===== src/rtl/traffic_signal_ctrl.sv =====
// -----------------------------------------------------------------------------
// traffic_signal_ctrl
//
// Multi-phase traffic signal controller. Cycles through NUM_PHASES
// conflicting phases, each running GREEN -> YELLOW -> ALLRED, with
// tick-enabled interval timing, a green hold input and an optional
// pedestrian walk interval inserted after an all-red clearance.
//
// Optional feature macro: TRAFFIC_PED_EN
//   defined   : ped_req is latched into a pending flag; the next all-red exit
//               enters WALK and ped_ack pulses for one cycle.
//   undefined : ped_req is ignored, walk and ped_ack are tied low.
//
// Ports
//   clock    in   rising-edge clock
//   reset    in   asynchronous active-high reset
//   tick_en  in   advance the interval counter on this edge
//   hold     in   keep the current phase green past its minimum
//   ped_req  in   pedestrian request (level or pulse)
//   green    out  one-hot green lamps, NUM_PHASES bits
//   yellow   out  one-hot yellow lamps, NUM_PHASES bits
//   red      out  red lamps, ~(green | yellow)
//   walk     out  pedestrian walk lamp
//   ped_ack  out  one-cycle pulse at walk start
//   phase    out  active / most recent phase index
//   count    out  interval counter
// -----------------------------------------------------------------------------
module traffic_signal_ctrl #(
    parameter int unsigned NUM_PHASES   = 2,
    parameter int unsigned GREEN_TICKS  = 8,
    parameter int unsigned YELLOW_TICKS = 2,
    parameter int unsigned ALLRED_TICKS = 1,
    parameter int unsigned WALK_TICKS   = 4,
    parameter int unsigned CNT_W        = 4
) (
    input  logic                          clock,
    input  logic                          reset,
    input  logic                          tick_en,
    input  logic                          hold,
    input  logic                          ped_req,
    output logic [NUM_PHASES-1:0]         green,
    output logic [NUM_PHASES-1:0]         yellow,
    output logic [NUM_PHASES-1:0]         red,
    output logic                          walk,
    output logic                          ped_ack,
    output logic [$clog2(NUM_PHASES)-1:0] phase,
    output logic [CNT_W-1:0]              count
);

    localparam int unsigned PH_W = $clog2(NUM_PHASES);

    localparam logic [CNT_W-1:0] GREEN_TERM  = CNT_W'(GREEN_TICKS - 1);
    localparam logic [CNT_W-1:0] YELLOW_TERM = CNT_W'(YELLOW_TICKS - 1);
    localparam logic [CNT_W-1:0] ALLRED_TERM = CNT_W'(ALLRED_TICKS - 1);
    localparam logic [CNT_W-1:0] WALK_TERM   = CNT_W'(WALK_TICKS - 1);
    localparam logic [PH_W-1:0]  LAST_PHASE  = PH_W'(NUM_PHASES - 1);

    typedef enum logic [1:0] {
        ST_GREEN,
        ST_YELLOW,
        ST_ALLRED,
        ST_WALK
    } state_t;

    state_t              state;
    state_t              next_state;
    logic [PH_W-1:0]     next_phase;
    logic [CNT_W-1:0]    next_count;
    logic [CNT_W-1:0]    term;
    logic [PH_W-1:0]     phase_inc;
    logic                walk_ok;

    // -------------------------------------------------------------------------
    // State, phase and counter registers
    // -------------------------------------------------------------------------
    always_ff @(posedge clock or posedge reset) begin
        if (reset) begin
            state <= ST_GREEN;
            phase <= '0;
            count <= '0;
        end else begin
            state <= next_state;
            phase <= next_phase;
            count <= next_count;
        end
    end

    // -------------------------------------------------------------------------
    // Next-state, counter and lamp decode
    // -------------------------------------------------------------------------
    always_comb begin
        next_state = state;
        next_phase = phase;
        next_count = count;
        term       = GREEN_TERM;
        phase_inc  = (phase == LAST_PHASE) ? '0 : phase + 1'b1;
        green      = '0;
        yellow     = '0;

        case (state)
            ST_GREEN:  term = GREEN_TERM;
            ST_YELLOW: term = YELLOW_TERM;
            ST_ALLRED: term = ALLRED_TERM;
            ST_WALK:   term = WALK_TERM;
            default:   term = GREEN_TERM;
        endcase

        if (tick_en) begin
            if (count != term) begin
                next_count = count + 1'b1;
            end else begin
                case (state)
                    ST_GREEN: begin
                        // At terminal with hold asserted the counter just
                        // saturates; release exits on the next tick.
                        if (!hold) begin
                            next_state = ST_YELLOW;
                            next_count = '0;
                        end
                    end
                    ST_YELLOW: begin
                        next_state = ST_ALLRED;
                        next_count = '0;
                    end
                    ST_ALLRED: begin
                        next_count = '0;
                        if (walk_ok) begin
                            next_state = ST_WALK;
                        end else begin
                            next_state = ST_GREEN;
                            next_phase = phase_inc;
                        end
                    end
                    ST_WALK: begin
                        next_state = ST_GREEN;
                        next_phase = phase_inc;
                        next_count = '0;
                    end
                    default: begin
                        next_state = ST_GREEN;
                        next_count = '0;
                    end
                endcase
            end
        end

        // Moore lamp decode from registered state and phase
        for (int unsigned i = 0; i < NUM_PHASES; i++) begin
            green[i]  = (state == ST_GREEN)  && (phase == PH_W'(i));
            yellow[i] = (state == ST_YELLOW) && (phase == PH_W'(i));
        end
    end

    assign red = ~(green | yellow);

    // -------------------------------------------------------------------------
    // Pedestrian interval
    // -------------------------------------------------------------------------
`ifdef TRAFFIC_PED_EN
    logic ped_pending;
    logic enter_walk;

    assign enter_walk = (state == ST_ALLRED) && (next_state == ST_WALK);
    assign walk_ok    = ped_pending;
    assign walk       = (state == ST_WALK);

    // A request arriving on the ALLRED->WALK edge is served by this walk,
    // so the clear takes priority over the set.
    always_ff @(posedge clock or posedge reset) begin
        if (reset) begin
            ped_pending <= 1'b0;
            ped_ack     <= 1'b0;
        end else begin
            ped_ack <= enter_walk;
            if (enter_walk) begin
                ped_pending <= 1'b0;
            end else if (ped_req && (state != ST_WALK)) begin
                ped_pending <= 1'b1;
            end
        end
    end
`else
    logic unused_ped_req;

    assign unused_ped_req = ped_req;
    assign walk_ok        = 1'b0;
    assign walk           = 1'b0;
    assign ped_ack        = 1'b0;
`endif

endmodule


===== config.mk =====
export PLATFORM = sky130hd
export DESIGN_NAME = traffic_signal_ctrl
export DESIGN_NICKNAME = d
export VERILOG_FILES = /design/src/rtl/traffic_signal_ctrl.sv
export SDC_FILE = /design/constraint.sdc
export NUM_CORES = 1
export LEC_CHECK = 0
export CAP_MARGIN = 20
export CORE_AREA = 5 5 42 44
export DETAILED_ROUTE_END_ITERATION = 8
export DIE_AREA = 0 0 47 49
export PLACE_DENSITY = 0.79
export RECOVER_POWER = 25
export SLEW_MARGIN = 30
export SYNTH_ARGS = -nofsm -noshare
export SYNTH_HDL_FRONTEND = slang
export SYNTH_SLANG_ARGS = --single-unit
export TNS_END_PERCENT = 5

===== constraint.sdc =====
create_clock -name clock -period 4.1 [get_ports clock]
set_clock_uncertainty 0.1 [all_clocks]
set_input_delay 0.82 -clock clock [delete_from_list [all_inputs] [get_ports clock]]
set_output_delay 0.82 -clock clock [all_outputs]
set_load 0.005 [all_outputs]

==> impl_metrics.csv, run 1 <==
group,metric,value,unit
status,outcome,"completed",
power_and_ir_drop,internal_power,0.000311,W
drt,routedWlPerCell,12.0,µm
power_and_ir_drop,power.switching,0.000187,W
critical_path,cp.depth,5,
die,initial_core_util,36.7,%
power_and_ir_drop,ir_drop,0.271,mV
synthesis,syn_avg_cell_area,10.7,µm²
cts,cts_hold_buf,0,
global_routing,grt.total_usage,10.4,%
layout,final_common_cell,"clkdlybuf4s50_1",
synthesis,synth_cells,48,
critical_path,critPathLaunchType,"register",
critical_path,path_cells,"inv_1 > ha_1 > nor2b_1 > nor2_1 > clkdlybuf4s50_1",
sta,period_share,65.7,%
sta,clock.fmax,0.371,GHz
drt,via_per_inst,4.72,
synthesis,postSynthRegisterBits,7,
critical_path,worstPathRequired,3.18,ns
layout,syn2layout_area_growth,34.1,%
power_and_ir_drop,power_frac_comb,58.1,%
cts,insertion_delay,0.26,ns
min_path,holdPathStages,1,
sta,period_needed,2.69,ns
synthesis,syn_area,514,µm²
cts,cts_root_buf,"clkbuf_4",
layout,fin_cells,81,
placed_design,port_buffers,14,
die,pin_count,18,
placed_design,dp_cells,77,
die,fp-row-count,14,
die,die_area,0.00230,mm²
power_and_ir_drop,pwr-share-seq,28.6,%
power_and_ir_drop,cellPowerDensity,722,mW/mm²
cts,numCtsBuffers,3,
global_routing,grt_pass1_vias,368,
sta,hold_viol,0,
critical_path,reg2reg_depth,6,
critical_path,worstPathArrival,1.77,ns
die,core,0.00140,mm²
global_routing,grt_antenna_before_repair,0,
cts,clkTransAtPathRegs,0.06,ns
power_and_ir_drop,clkPwrFrac,13.3,%
drt,final_antenna_net_count,0,
placed_design,dp_hpwl,780,µm
critical_path,crit_type,"reg -> out",
die,die_h,49,µm
sta,drv_slew,0,
critical_path,critPathMaxFanout,5,
global_routing,grt_max_degree,8,
critical_path,crit_path_top_delay_cell,"clkdlybuf4s50_1",
sta,finalSetupTns,0,ns
min_path,hold_path.class,"reg -> reg",
flow_run,maxCapViolCount,0,
layout,layout.nets,79,
critical_path,path_delay_family,"buffers and inverters",
critical_path,worst_setup_path_end_kind,"primary output",
drt,routed_wl,969,µm
placed_design,gp_congestion,0.778,
layout,drive_gt1_share,15.4,%
synthesis,yosysSeqAreaShare,34.1,%
power_and_ir_drop,p_leak,0.311,nW
die,die_x,47,µm
critical_path,timing.critical_path.buf_inv,2,
critical_path,reg2reg_slack,2.02,ns
drt,via_count,382,
cts,post_cts_buffers,0,
synthesis,synth_cell_type_count,24,
synthesis,yosysWarnings,0,
cts,cts.sinks,7,
power_and_ir_drop,swShare,37.6,%
cts,clock_tree.buffer_depth,2,
critical_path,cp_slowest_stage_delay,0.51,ns
drt,drt_first_pass_iters,2,
global_routing,grt_pass1_wl,1660,µm
layout,layout_common_cells,"clkdlybuf4s50_1 (13), ha_1 (8), dfrtp_1 (7)",
drt,drt_drc_violations_left,0,
global_routing,grt_overflow,0,
layout,num_antenna_cells,0,
sta,setup_viol,0,
layout,finish.utilization,49.2,%
cts,cts_htree_levels,1,
cts,post_cts_resized,0,
cts,cts_tree,"built",
sta,rsz0062_at_grt,"false",
drt,drt_iter0_drc,2,
## synth_stat cells, drive strengths merged
library cell | count | area share (%)
ha | 8 | 19
dfrtp | 7 | 34
inv | 3 | 2.2
xnor2 | 3 | 5.1
a22o | 2 | 3.9
and2 | 2 | 2.4
buf | 2 | 2.9
mux2 | 2 | 4.4
nand2 | 2 | 1.5
nor2 | 2 | 1.5
nor2b | 2 | 2.4
a21o | 1 | 1.5
a32o | 1 | 1.9
and2b | 1 | 1.5
conb | 1 | 0.73
mux2i | 1 | 1.9
nand3 | 1 | 0.97
nand4 | 1 | 1.2
nor3 | 1 | 0.97
nor4 | 1 | 2.4
o211ai | 1 | 1.5
o21ai | 1 | 1.7
or4 | 1 | 2.2
xor2 | 1 | 1.7
## worst paths after layout
kind                            startpoint        to
worst max-delay path              state[0]    red[0]
worst min-delay path                 phase     phase
worst max register to register    state[0]  state[0]
worst min register to register       phase     phase
max in group asynchronous            reset  count[1]
min in group asynchronous            reset  state[1]
## worst register-to-register path, stage by stage (launching register included)
cell and delay (ns):
dfrtp_1 0.41, inv_1 0.12, ha_1 0.32, xnor2_1 0.16, nor4_2 0.38, nand3_1 0.18
mux2_2 0.30
## power groups by stage
stage	clock (W)	combinational [W]	sequential [W]
final	0.0000664	0.000289	0.000142
after global routing	0.0000709	0.000318	0.000150
after CTS	0.0000674	0.000295	0.000143
after detailed placement	0	0.000294	0.000144
after global placement	0	0.000285	0.000143
after floorplan	0	0.000168	0.000138
## layout make-up
type,instances,area (µm²)
clock buffer,4,26.3
inverter,3,11.3
fill,140,712
timing repair buffer,14,140
sequential,7,175
multi-input combinational,37,317
tap,16,20.0
## flip-flops by register name, summed over array words and instances (netlist names)
signal / cells
count: 4
state: 2
phase: 1
## metrics by stage
step,power (W),setup WS [ns],hold slack (ns),area [µm²]
final,0.000498,1.41,0.469,689
after global routing,0.000539,1.29,0.511,689
after CTS,0.000505,1.38,0.469,689
after detailed placement,0.000438,1.66,0.463,663
after global placement,0.000427,1.69,0.448,663
after floorplan,0.000306,2.15,0.430,518
## cells by family (layout without fill, tap and decap cells)
| kind of cell | Yosys count | after routing | synth area share, % |
|---|---|---|---|
| simple gates | 14 | 14 | 17.0 |
| fa+ha+maj | 8 | 8 | 19.5 |
| flops | 7 | 7 | 34.1 |
| compound gates | 6 | 6 | 10.5 |
| buf+inv | 5 | 21 | 5.11 |
| xor+xnor | 4 | 4 | 6.81 |
| mux | 3 | 3 | 6.33 |
| other cells | 1 | 2 | 0.729 |
## per-layer routing
layer	wire length, µm	share of wire (%)	GRT usage, %
met5	0	0	0
met4	37	3.8	9.68
met3	51	5.3	2.58
met2	471	49	15.2
met1	409	42	11.7
Power figures use the tool's default switching activity.
==> run 2, diff against run 1 <==
==> constraint.sdc (replaced) <==
create_clock -name clock -period 2.55 [get_ports clock]
set_clock_uncertainty 0.1 [all_clocks]
set_input_delay 0.51 -clock clock [delete_from_list [all_inputs] [get_ports clock]]
set_output_delay 0.51 -clock clock [all_outputs]
set_load 0.005 [all_outputs]
==> run 2 against run 1 <==
- combinational power up 58%
- largest power group unchanged
- critical endpoint is now red[1]
- die area unchanged
- register-to-register slack worse by 1.5 ns
- flip-flop and latch count unchanged
- via count up 0.79%
- routed wire length down 5.5%
- sequential power up 61%
- worst hold slack worse by 0.0024 ns
==> impl_metrics.csv, run 2 (synthesis gave the netlist of run 1 again) <==
group,metric,value,unit
status,outcome,"completed",
power_and_ir_drop,cellPowerDensity,1150,mW/mm²
layout,largest_reg_flops,4,
drt,drt_first_pass_iters,1,
layout,syn2layout_area_growth,34.1,%
sta,rsz0062_at_grt,"false",
sta,clock.fmax,0.418,GHz
critical_path,worst_setup_path_end_kind,"primary output",
cts,clock_tree.buffer_depth,2,
drt,via_per_inst,4.75,
global_routing,grt_antenna_before_repair,0,
layout,drive_gt1_share,15.4,%
drt,final_antenna_net_count,0,
placed_design,dp_hpwl,761,µm
layout,regMostFlops,"count",
cts,cts_root_buf,"clkbuf_4",
critical_path,critPathLaunchType,"register",
critical_path,crit_type,"reg -> out",
sta,period_share,93.8,%
drt,routed_wl,916,µm
cts,post_cts_resized,0,
cts,numCtsBuffers,3,
flow_run,maxCapViolCount,0,
placed_design,place_ws,0.428,ns
critical_path,critPathMaxFanout,5,
min_path,hold_path.class,"reg -> reg",
drt,drt_drc_violations_left,0,
sta,setup_viol,0,
cts,cts_htree_levels,1,
layout,final_common_cell,"clkdlybuf4s50_1",
die,die_x,47,µm
cts,insertion_delay,0.26,ns
drt,routedWlPerCell,11.3,µm
power_and_ir_drop,p_leak,0.311,nW
global_routing,grt_max_degree,8,
critical_path,worstPathRequired,1.94,ns
layout,largest_registers,"count x4, state x2, phase x1",
layout,num_antenna_cells,0,
die,core,0.00140,mm²
die,initial_core_util,36.7,%
cts,clkTransAtPathRegs,0.05,ns
layout,layout.nets,79,
drt,via_count,385,
cts,cts_hold_buf,0,
cts,post_cts_buffers,0,
global_routing,grt_pass1_wl,1520,µm
power_and_ir_drop,ir_drop,0.391,mV
die,die_area,0.00230,mm²
layout,finish.utilization,49.2,%
die,pin_count,18,
sta,drv_slew,0,
global_routing,grt_overflow,0,
sta,hold_viol,0,
die,die_h,49,µm
cts,cts.sinks,7,
global_routing,grt.total_usage,9.36,%
drt,drt_iter0_drc,0,
global_routing,grt_pass1_vias,337,
sta,finalSetupTns,0,ns
die,fp-row-count,14,
sta,period_needed,2.39,ns
placed_design,port_buffers,14,
placed_design,gp_congestion,0.769,
layout,layout_common_cells,"clkdlybuf4s50_1 (13), ha_1 (8), dfrtp_1 (7)",
critical_path,worstPathArrival,1.78,ns
cts,cts_tree,"built",
sta,setup_ws,0.158,ns
==> run 2: cell counts in the layout (fill, tap and decap cells not counted) <==
No cell type changed its count.
==> run 2: layout make-up <==
class | count | area [µm²]
tap | 16 | 20.0
timing repair buffer | 14 | 140
fill | 134 | 712
multi-input combinational | 37 | 317
inverter | 3 | 11.3
sequential | 7 | 175
clock buffer | 4 | 26.3
==> run 2: power breakdown <==
part	switching (W)	internal (W)
logic	0.000179	0.000279
clock network	0.0000445	0.0000599
registers	0.0000694	0.000159
total	0.000292	0.000498
==> run 2: worst max-delay path, stage by stage, from the launching register on <==
cell and delay [ns]:
dfrtp_1 0.41, inv_1 0.11, ha_1 0.24, and2_1 0.18
nor2_1 0.09, clkdlybuf4s50_1 0.50
==> run 2: layer usage <==
layer	vias up	share of wire, %	global-route usage, %
li1	196	-	-
met4	0	3.9	8.29
met5	-	0	0
met2	8	48	13.1
met3	3	4.6	1.11
met1	178	43	11.9
==> run 2: path summary, 6_finish.rpt <==
| path | start | end | slack, ns | depth (start not counted) |
|---|---|---|---|---|
| worst max-delay path | state[0] | red[1] | 0.16 | 5 |
| worst min-delay path | phase | phase | 0.47 | 1 |
| worst max register to register | state[0] | count[0] | 0.51 | 6 |
| worst min register to register | phase | phase | 0.47 | 1 |
| max in group asynchronous | reset | count[0] | 1.62 | 2 |
| min in group asynchronous | reset | state[0] | 0.52 | 2 |
==> run 2: metrics by stage <==
step / power (W) / hold WS, ns / area (µm²) / std cells
final: 0.000790 / 0.467 / 689 / 81
after global routing: 0.000864 / 0.502 / 689 / 81
after CTS: 0.000808 / 0.383 / 689 / 81
after detailed placement: 0.000698 / 0.456 / 663 / 77
after global placement: 0.000688 / 0.448 / 663 / 77
after floorplan: 0.000492 / 0.213 / 518 / 49
==> run 3, diff against run 2 <==
--- a/config.mk
+++ b/config.mk
@@ -5,11 +5,13 @@
 export SDC_FILE = /design/constraint.sdc
 export NUM_CORES = 1
 export LEC_CHECK = 0
+export ABC_AREA = 0
 export CAP_MARGIN = 20
 export CORE_AREA = 5 5 42 44
 export DETAILED_ROUTE_END_ITERATION = 8
 export DIE_AREA = 0 0 47 49
-export PLACE_DENSITY = 0.79
+export DONT_BUFFER_PORTS = 1
+export PLACE_DENSITY = 0.62
 export RECOVER_POWER = 25
 export SLEW_MARGIN = 30
 export SYNTH_ARGS = -nofsm -noshare
==> run 3 against run 2 <==
- flip-flop and latch count is the same
- power shrank 18%
- global-route usage shrank 0.57 points
- clock power shrank 4%
- combinational power shrank 32%
- final area shrank 19%
- critical path depth grew 1
- clock-buffer cell count is the same
- core utilization shrank 9.3 points
- sequential share of layout area grew 5.9 points
==> impl_metrics.csv, run 3 (synthesis gave the netlist of run 1 again) <==
group,metric,value,unit
layout,largest_registers,"count x4, state x2, phase x1",
die,pin_count,18,
cts,cts.sinks,7,
critical_path,crit_path_top_delay_cell,"or4_4",
cts,cts_htree_levels,1,
sta,drv_slew,0,
min_path,holdPathStages,1,
cts,insertion_delay,0.25,ns
drt,drt_drc_violations_left,0,
power_and_ir_drop,p_leak,0.261,nW
layout,drive_gt1_share,19.2,%
placed_design,dp_cells,63,
placed_design,gp_congestion,0.743,
min_path,holdPathEnd,"count[1]",
cts,post_cts_buffers,0,
critical_path,worstPathRequired,2.64,ns
die,initial_core_util,36.7,%
layout,largest_reg_flops,4,
sta,finalSetupTns,0,ns
cts,post_cts_resized,0,
drt,wl_met3,64,µm
flow_run,maxCapViolCount,0,
die,die_x,47,µm
global_routing,grt_max_degree,8,
critical_path,path_delay_family,"simple AND/OR/NAND/NOR gates",
critical_path,path_cells,"inv_1 > ha_1 > xnor2_1 > or4_4 > o21ai_2 > a22o_2",
layout,layout_common_cells,"ha_1 (8), dfrtp_1 (7), xnor2_1 (3), inv_1 (3), clkbuf_4 (3)",
drt,routed_wl,868,µm
layout,finish.utilization,39.9,%
placed_design,port_buffers,0,
sta,setup_viol,0,
critical_path,reg2reg_slack,0.47,ns
cts,clkTransAtPathRegs,0.05,ns
drt,topRoutingLayerUsed,"met3",
critical_path,crit_type,"reg -> reg",
power_and_ir_drop,internal_power,0.000374,W
critical_path,timing.critical_path.buf_inv,1,
min_path,holdCritStartpoint,"tick_en",
status,outcome,"completed",
power_and_ir_drop,power_frac_comb,48.1,%
global_routing,grt_pass1_wl,1460,µm
layout,fin_cells,68,
sta,clock.fmax,0.482,GHz
cts,cts_tree,"built",
power_and_ir_drop,clkPwrFrac,15.4,%
cts,numCtsBuffers,3,
placed_design,dp_hpwl,716,µm
cts,clock_tree.buffer_depth,2,
drt,drt_first_pass_iters,3,
drt,final_antenna_net_count,0,
min_path,hold_path.class,"in -> reg",
power_and_ir_drop,power,0.000647,W
layout,final_common_cell,"ha_1",
critical_path,critPathMaxFanout,5,
power_and_ir_drop,swShare,42.2,%
global_routing,grt_pass1_vias,335,
critical_path,worstPathArrival,2.17,ns
power_and_ir_drop,cellPowerDensity,1160,mW/mm²
die,die_h,49,µm
layout,nFillCells,153,
layout,regMostFlops,"count",
critical_path,r2r_end,"count[0]",
sta,rsz0062_at_grt,"false",
placed_design,place_ws,0.470,ns
die,die_area,0.00230,mm²
cts,cts_root_buf,"clkbuf_4",
critical_path,cp_slowest_stage_delay,0.56,ns
layout,num_antenna_cells,0,
drt,wirelength_met1,324,µm
layout,layout.nets,66,
sta,period_share,81.4,%
sta,period_needed,2.08,ns
critical_path,critPathLaunchType,"register",
critical_path,r2r-start,"state[0]",
die,fp-row-count,14,
critical_path,worst_setup_path_end_kind,"register",
sta,hold_viol,0,
drt,drt_iter0_drc,5,
power_and_ir_drop,power.switching,0.000273,W
critical_path,reg2reg_depth,6,
global_routing,grt.total_usage,8.79,%
drt,via_per_inst,5.09,
power_and_ir_drop,pwr-share-seq,36.5,%
global_routing,grt_overflow,0,
layout,syn2layout_area_growth,8.76,%
drt,via_count,346,
die,core,0.00140,mm²
drt,routedWlPerCell,12.8,µm
drt,wl_met2,480,µm
power_and_ir_drop,ir_drop,0.440,mV
global_routing,grt_antenna_before_repair,0,
sta,setup_ws,0.474,ns
[run 3: changes by cell type in the layout (fill, tap and decap cells not counted)]
cell / delta
clkdlybuf4s50_1: -13
[run 3: metal layers]
layer | up-vias | GRT usage [%]
met3 | 0 | 5.54
li1 | 171 | -
met4 | 0 | 1.38
met1 | 167 | 10.8
met5 | - | 0
met2 | 8 | 13.1
[run 3: final cells by class]
cell class	instances	area, µm²	area share (%)
clock buffer	4	26.3	4.70
inverter	3	11.3	2.01
multi-input combinational	37	317	56.6
sequential	7	175	31.3
tap	16	20.0	3.58
timing repair buffer	1	10.0	1.79
[run 3: worst register-to-register path, delay by kind of cell (launching register included)]
family / cells / cell delay (ns)
adders and majority gates: 1 / 0.32
AOI/OAI and AO/OA: 2 / 0.36
and+or+nand+nor: 1 / 0.56
xor gates and xnor gates: 1 / 0.16
DFF: 1 / 0.41
buffers and inverters: 1 / 0.12
[run 3: how the worst max path moves through the flow]
| stage | from | to | slack [ns] | cells past startpoint |
|---|---|---|---|---|
| global placement | state[0] | state[0] | 0.46 | 6 |
| detailed placement | state[0] | count[0] | 0.47 | 6 |
| CTS | state[0] | count[0] | 0.47 | 6 |
| finish | state[0] | count[0] | 0.47 | 6 |
| global route | state[0] | state[1] | 0.35 | 6 |
| floorplan | state[0] | count[0] | 0.60 | 6 |
[run 3: per-stage QoR]
step | hold WS, ns | area, µm²
2_1_floorplan | 0.213 | 518
3_3_place_gp | 0.250 | 523
3_5_place_dp | 0.257 | 523
4_1_cts | 0.336 | 559
5_1_grt | 0.345 | 559
6_report | 0.342 | 559
[run 3: repair_timing]
action,in CTS,in global routing
hold buffers,1,0
endpoints found under the setup margin,0,0
endpoints found under the hold margin,7,0
[run 3: power by group through the flow]
stage	Combinational, W	Clock [W]	Sequential [W]
CTS	0.000317	0.000105	0.000239
finish	0.000311	0.0000994	0.000236
global placement	0.000305	0	0.000239
floorplan	0.000271	0	0.000222
detailed placement	0.000312	0	0.000241
global route	0.000355	0.000113	0.000249
